`src/rtl/pipelined_cla_adder.sv`:
```
// pipelined_cla_adder
//
// Two-stage pipelined carry-lookahead adder/subtractor. It uses two-level
// lookahead over BLOCK-bit groups, and has valid/ready handshakes on both
// sides.
//
// Stage 1 registers the per-bit generate and propagate terms and the
// effective carry-in. Subtraction is done as a + ~b + 1.
//
// Stage 2 registers:
//   - the sum;
//   - the full carry vector, where carry[i] is the carry out of bit i;
//   - the optional overflow flag.
// The group carries come from lookahead across all groups, with no ripple
// between groups. Inside each group, the per-bit carries come from lookahead
// from the group carry-in.
//
// Optional feature: define CLA_OVF_EN to add the `ovf` port. The flag is the
// signed overflow, carry[WIDTH-1] ^ carry[WIDTH-2].
//
// Parameters:
//   WIDTH      operand width. It must be a multiple of BLOCK and at least
//              BLOCK, with WIDTH >= 2.
//   BLOCK      lookahead group size in bits.
//
// Ports:
//   clk        rising-edge clock
//   rst        asynchronous active-high reset; clears the valid bits and all
//              data registers
//   in_valid   operands valid
//   in_ready   operands accepted this cycle (when in_valid is also high)
//   a, b       operands
//   cin        carry-in; ignored when sub=1
//   sub        1: compute a - b
//   out_valid  result valid
//   out_ready  consumer accepts result
//   sum        result bits (modulo 2^WIDTH)
//   carry      per-bit carry-out vector
//   cout       carry[WIDTH-1]; in subtract mode 1 means no borrow
//   ovf        signed overflow (only with CLA_OVF_EN)
//
// Handshake:
//   A transfer happens on a rising edge where valid && ready on that side.
//   A producer holds valid and its data stable until the transfer happens.
//   out_valid and the result registers only change on an output transfer or
//   a stage advance. in_ready depends combinationally on out_ready.
//   out_valid never depends on in_valid.
module pipelined_cla_adder #(
    parameter int WIDTH = 16,
    parameter int BLOCK = 4
) (
    input  logic             clk,
    input  logic             rst,
    input  logic             in_valid,
    output logic             in_ready,
    input  logic [WIDTH-1:0] a,
    input  logic [WIDTH-1:0] b,
    input  logic             cin,
    input  logic             sub,
    output logic             out_valid,
    input  logic             out_ready,
    output logic [WIDTH-1:0] sum,
    output logic [WIDTH-1:0] carry,
    output logic             cout
`ifdef CLA_OVF_EN
    ,
    output logic             ovf
`endif
);

    localparam int NGRP = WIDTH / BLOCK;

    // Stage 1 state
    logic             v1;
    logic [WIDTH-1:0] g1;
    logic [WIDTH-1:0] p1;
    logic             c0_1;

    // Stage 2 state
    logic v2;

    // Handshake control
    logic s2_adv;
    logic in_xfer;

    assign s2_adv    = v1 && (!v2 || out_ready);
    assign in_ready  = !v1 || s2_adv;
    assign in_xfer   = in_valid && in_ready;
    assign out_valid = v2;

    // Stage 1 input conditioning
    logic [WIDTH-1:0] b_eff;
    logic             c0_in;

    assign b_eff = sub ? ~b : b;
    assign c0_in = sub ? 1'b1 : cin;

    always_ff @(posedge clk or posedge rst) begin
        if (rst) begin
            v1   <= 1'b0;
            g1   <= '0;
            p1   <= '0;
            c0_1 <= 1'b0;
        end else begin
            if (in_xfer) begin
                v1   <= 1'b1;
                g1   <= a & b_eff;
                p1   <= a ^ b_eff;
                c0_1 <= c0_in;
            end else if (s2_adv) begin
                // S1 drained into S2 with nothing new behind it
                v1 <= 1'b0;
            end
        end
    end

    // Two-level lookahead
    logic [NGRP-1:0]  grp_g;
    logic [NGRP-1:0]  grp_p;
    logic [NGRP-1:0]  grp_cin;
    logic [WIDTH-1:0] carry_nxt;
    logic [WIDTH-1:0] sum_nxt;

    always_comb begin
        logic term;
        grp_g     = '0;
        grp_p     = '0;
        grp_cin   = '0;
        carry_nxt = '0;
        term      = 1'b0;

        // Group generate/propagate: G = g[n-1] | p[n-1]g[n-2] | ... flattened
        for (int j = 0; j < NGRP; j++) begin
            grp_p[j] = &p1[j*BLOCK +: BLOCK];
            for (int k = 0; k < BLOCK; k++) begin
                term = g1[j*BLOCK + k];
                for (int m = k + 1; m < BLOCK; m++) begin
                    term &= p1[j*BLOCK + m];
                end
                grp_g[j] |= term;
            end
        end

        // Group carry-ins. Each one is a flat sum of products over all lower
        // groups plus c0, so no group waits on its neighbour's carry.
        for (int j = 0; j < NGRP; j++) begin
            term = c0_1;
            for (int m = 0; m < j; m++) begin
                term &= grp_p[m];
            end
            grp_cin[j] = term;
            for (int k = 0; k < j; k++) begin
                term = grp_g[k];
                for (int m = k + 1; m < j; m++) begin
                    term &= grp_p[m];
                end
                grp_cin[j] |= term;
            end
        end

        // Per-bit carry-outs inside each group, by lookahead from the group
        // carry-in
        for (int j = 0; j < NGRP; j++) begin
            for (int i = 0; i < BLOCK; i++) begin
                term = grp_cin[j];
                for (int m = 0; m <= i; m++) begin
                    term &= p1[j*BLOCK + m];
                end
                carry_nxt[j*BLOCK + i] = term;
                for (int k = 0; k <= i; k++) begin
                    term = g1[j*BLOCK + k];
                    for (int m = k + 1; m <= i; m++) begin
                        term &= p1[j*BLOCK + m];
                    end
                    carry_nxt[j*BLOCK + i] |= term;
                end
            end
        end
    end

    assign sum_nxt = p1 ^ {carry_nxt[WIDTH-2:0], c0_1};

    // Stage 2 registers
    always_ff @(posedge clk or posedge rst) begin
        if (rst) begin
            v2    <= 1'b0;
            sum   <= '0;
            carry <= '0;
        end else begin
            if (s2_adv) begin
                v2    <= 1'b1;
                sum   <= sum_nxt;
                carry <= carry_nxt;
            end else if (out_ready) begin
                // Result consumed and nothing moves up behind it
                v2 <= 1'b0;
            end
        end
    end

    assign cout = carry[WIDTH-1];

`ifdef CLA_OVF_EN
    always_ff @(posedge clk or posedge rst) begin
        if (rst) begin
            ovf <= 1'b0;
        end else if (s2_adv) begin
            ovf <= carry_nxt[WIDTH-1] ^ carry_nxt[WIDTH-2];
        end
    end
`endif

endmodule
```
`config.mk`:
```
export PLATFORM = sky130hd
export DESIGN_NAME = pipelined_cla_adder
export DESIGN_NICKNAME = d
export VERILOG_FILES = /design/src/rtl/pipelined_cla_adder.sv
export SDC_FILE = /design/constraint.sdc
export NUM_CORES = 1
export LEC_CHECK = 0
export CAP_MARGIN = 0
export CELL_PAD_IN_SITES_DETAIL_PLACEMENT = 1
export CELL_PAD_IN_SITES_GLOBAL_PLACEMENT = 1
export CORE_MARGIN = 3
export CORE_UTILIZATION = 44
export CTS_BUF_LIST = sky130_fd_sc_hd__clkbuf_2
export DETAILED_ROUTE_END_ITERATION = 12
export PLACE_DENSITY_LB_ADDON = 0.15
export SYNTH_ARGS = -nofsm -noshare
export SYNTH_HDL_FRONTEND = slang
export SYNTH_SLANG_ARGS = --single-unit
```
`constraint.sdc`:
```
create_clock -name clk -period 5.4 [get_ports clk]
set_clock_uncertainty 0.2 [all_clocks]
set_input_delay 0.81 -clock clk [delete_from_list [all_inputs] [get_ports clk]]
set_output_delay 0.81 -clock clk [all_outputs]
set_load 0.05 [all_outputs]
```
## Word level (Yosys, flattened, before mapping)

Index checks and enable logic that the tools add are counted.

- Flip-flop bits (word level): 67
- Bits of input ports: 38
- Output and inout port bits: 35
- Word-level logic and storage cells: 129

- Multiplexer cells: 6
- Bitwise logic cells: 105
- Reduce and logical (&&, ||, !) cells: 11

Operators with widths:

| operator | count |
|---|---|
| OR 1 bit | 55 |
| bitwise AND 1 bit | 46 |
| bitwise XOR 16 bit | 2 |
| bitwise AND 16 bit | 1 |
| 2-to-1 mux 16 bit | 1 |
| NOT 16 bit | 1 |
| AND reduction 4 bit | 3 |
| 2-to-1 mux 1 bit | 5 |
| nonzero test 2 bit | 2 |
| logical AND 1 bit | 2 |
| logical NOT 1 bit | 2 |
| logical OR 1 bit | 2 |

## Longest topological paths before layout

- Depth in word-level cells: 19
- Depth in mapped cells: 8
- Mapped depth without buffers: 8

## Worst setup path before layout

OpenSTA, ideal clock, no wires.

- Kind: input to register
- From: input port out_ready
- To: register g1[0]
- Arrival time: 2.417 ns
- Data required time: 5.075 ns
- Setup slack: 2.658 ns
- Stages on the path: 4
- Cells stage by stage: nand3b_1 -> nand2_1 -> clkbuf_1 -> mux2_2

- Longest elaborated chain between the ends: 4

RTL lines:

| element | RTL line | source |
|---|---|---|
| from (decl) | 61 | `input logic out_ready,` |
| logical OR 1 bit | 86 | `assign s2_adv = v1 && (!v2 \|\| out_ready);` |
| logical AND 1 bit | 86 |  |
| logical OR 1 bit | 87 | `assign in_ready = !v1 \|\| s2_adv;` |
| logical AND 1 bit | 88 | `assign in_xfer = in_valid && in_ready;` |
| to (signal assigned) | 107 | `g1 <= a & b_eff;` |
| to (decl) | 75 | `logic [WIDTH-1:0] g1;` |

No other way between the ends.
A chain may end at the register's enable or synchronous reset.

## Worst setup path after layout

- From: input port out_ready
- To: output port in_ready

- Longest elaborated chain between the ends: 3

RTL lines:

| element | RTL line | source |
|---|---|---|
| logical OR 1 bit | 86 |  |
| logical AND 1 bit | 86 |  |
| logical OR 1 bit | 87 |  |
| to (decl) | 55 | `output logic in_ready,` |

No other way between the ends.

==> flow_summary_export.csv <==
group,metric,value,unit
status,status,"completed",
synthesis,synth_seq_cells,67,
sta,max_slew.worst_pin.slew,1.09,ns
sta,max_slew_margin,27.0,%
sta,setup_tns,0,ns
critical_path,r2r_slack,2.98,ns
global_routing,grt_pass1_wl,13.2,mm
finish,drive_gt1_share,14.9,%
hold_path,min_delay_path_depth,2,
sta,setup_viol,0,
finish,nFillCells,750,
placed_design,dp_hpwl,5.57,mm
routing,drtIter0Drc,81,
critical_path,worstPathRequired,4.39,ns
routing,vias_per_cell,5.14,
critical_path,r2r_start,"out_valid$_DFFE_PP0P_",
routing,antenna_left,0,
synthesis,yosysUniqueCellTypes,35,
sta,rsz0062_at_grt,"false",
cts,clkLatencyLatePin,0.50,ns
power_and_ir_drop,p_leak,1.87,nW
cts,hold_buffers,0,
cts,path_clk_slew,0.18,ns
synthesis,syn-instance-count,292,
global_routing,grt_max_degree,45,
placed_design,portBuffers,72,
sta,hold_ws,0.309,ns
synthesis,syn_area_per_cell,11.1,µm²
power_and_ir_drop,totalPowerFinal,1.99,mW
critical_path,r2r_cells,5,
cts,h-tree-depth,3,
die,start_util,46.5,%
hold_path,min_path_type,"reg2reg",
routing,routed_wl,7.73,mm
cts,cts_buffers,9,
die,core_area,0.00694,mm²
die,die_x,91.6,µm
global_routing,grt_use_total,20.0,%
cts,cts_tree,"yes",
cts,cts_resized,0,
sta,fmax,0.307,GHz
placed_design,gp_congestion,0.797,
critical_path,startpoint,"out_ready",
critical_path,worstSetupEndpointType,"output pin",
synthesis,synth_fp_nets,347,
synthesis,ys_seq_area_share,52.0,%
synthesis,synth_area,0.00323,mm²
cts,cts_sinks,67,
critical_path,start_kind,"primary input",
cts,clock_path_buffers,2,
finish,final_util,60.1,%
die,design.portCount,73,
critical_path,cp.arrival,2.24,ns
global_routing,antenna_found_initial,0,
die,die_h,91.6,µm
routing,drt-wirelength-per-cell,16.6,µm
flow_run,cap_violations,0,
die,row_count,30,
finish,antenna_cells,0,
synthesis,yosys_warnings,0,
finish,fin_nets,420,
critical_path,worstPathMaxFanout,3,
sta,fin_crit,3.25,ns
cts,root_buffer,"clkbuf_2",
critical_path,endpoint,"in_ready",
sta,post-route-period-util,60.2,%
critical_path,rr_endpoint,"sum[15]$_DFFE_PP0P_",
sta,hold_viol_final,0,
routing,drc,0,
global_routing,grt_overflow,0,
power_and_ir_drop,power_density,477,mW/mm²
finish,area_growth,29.4,%
global_routing,grt_pass1_vias,2598,
cts,cts_post_setup_buffers_inserted,0,
power_and_ir_drop,irDropWorstVdd,0.182,mV
critical_path,critical_path_class,"in2out",
sta,drv_slew,0,
die,dieArea,0.00840,mm²
routing,firstDrtPassIters,4,
routing,vias,2394,
[kinds of logic (layout without fill, tap and decap cells)]
kind of cell	after synthesis	in the layout	share of synthesized area (%)
simple gates	83	83	11.5
flops	67	67	52.0
compound gates	50	50	9.19
mux	33	33	11.5
xor+xnor	27	27	7.33
fa+ha+maj	17	17	6.59
buf+inv	15	93	1.90
[flip-flops by register name, indices dropped and copies added (netlist names)]
name	cells
out_valid	1
sum	16
p1	16
v1	1
g1	16
carry	16
c0_1	1
[cells in the final DEF, fill, tap and decap left out, types with 5 or more instances in the layout]
cell type,synthesis,routed
ha_1,17,17
mux2_2,33,33
nand2b_1,5,5
clkbuf_2,0,9
xor2_1,19,19
dfrtp_1,67,67
nand2_1,51,51
a21oi_1,10,10
xnor2_1,8,8
nor2_1,10,10
o21ai_0,24,24
clkdlybuf4s50_1,0,72
[synthesized netlist by cell type, drive strengths merged]
master | count | share of area, %
o21ai | 24 | 3.7
ha | 17 | 6.6
and3 | 2 | 0.39
a21o | 2 | 0.47
nand3 | 3 | 0.47
or2 | 2 | 0.39
or4b | 1 | 0.31
nand4b | 1 | 0.27
a211oi | 2 | 0.47
xor2 | 19 | 5.2
mux2 | 33 | 12
nor2 | 10 | 1.2
o21a | 3 | 0.70
o21bai | 1 | 0.23
nand2 | 51 | 5.9
inv | 2 | 0.23
a221o | 1 | 0.31
nor4b | 1 | 0.27
nor3b | 1 | 0.23
nor2b | 2 | 0.39
dfrtp | 67 | 52
o22ai | 2 | 0.39
a21oi | 11 | 1.8
xnor2 | 8 | 2.2
clkbuf | 11 | 1.3
buf | 2 | 0.39
and2 | 1 | 0.19
nand2b | 5 | 0.97
nand3b | 1 | 0.23
o211ai | 1 | 0.39
o31ai | 3 | 0.70
nor3 | 2 | 0.31
[routing by layer]
layer	wire (µm)	vias up	global-route usage, %
li1	-	1148	-
met1	3390	1184	25.5
met2	3920	54	33.8
met3	331	8	3.61
met4	87	0	7.54
met5	0	-	0
[worst min path at each step]
stage                           from                    end  slack (ns)
3_5_place_dp      sum[0]$_DFFE_PP0P_     sum[0]$_DFFE_PP0P_        0.27
2_1_floorplan         v1$_DFFE_PP0P_  out_valid$_DFFE_PP0P_        0.27
5_1_grt        carry[10]$_DFFE_PP0P_  carry[10]$_DFFE_PP0P_        0.35
4_1_cts           sum[6]$_DFFE_PP0P_     sum[6]$_DFFE_PP0P_        0.31
3_3_place_gp   carry[13]$_DFFE_PP0P_  carry[13]$_DFFE_PP0P_        0.26
6_report          sum[6]$_DFFE_PP0P_     sum[6]$_DFFE_PP0P_        0.31
[worst max-delay path, stage by stage]
cell and delay, ns:
clkdlybuf4s50_1 0.47, nand3b_1 0.15, clkdlybuf4s50_1 0.81
[stage by stage]
stage                     setup slack [ns]  instance area, µm²  std cells
after floorplan                       2.66                3230        292
final                                 2.15                4170        466
after detailed placement              2.10                4040        450
after global routing                  2.10                4170        466
after CTS                             2.14                4170        466
after global placement                2.14                4040        450
[cell type report]
cell class,count,area (µm²),area share [%]
clock buffer,9,45.0,1.08
clock inverter,7,92.6,2.22
timing repair buffer,75,743,17.8
sequential,67,1680,40.2
multi-input combinational,210,1490,35.7
inverter,2,7.51,0.180
tap,96,120,2.88
[power breakdown]
part           switching, mW  internal (mW)  total (mW)
Combinational          0.554          0.332       0.885
Clock                  0.192          0.151       0.344
Sequential             0.121          0.640       0.761
(Power assumes the default switching activity.)
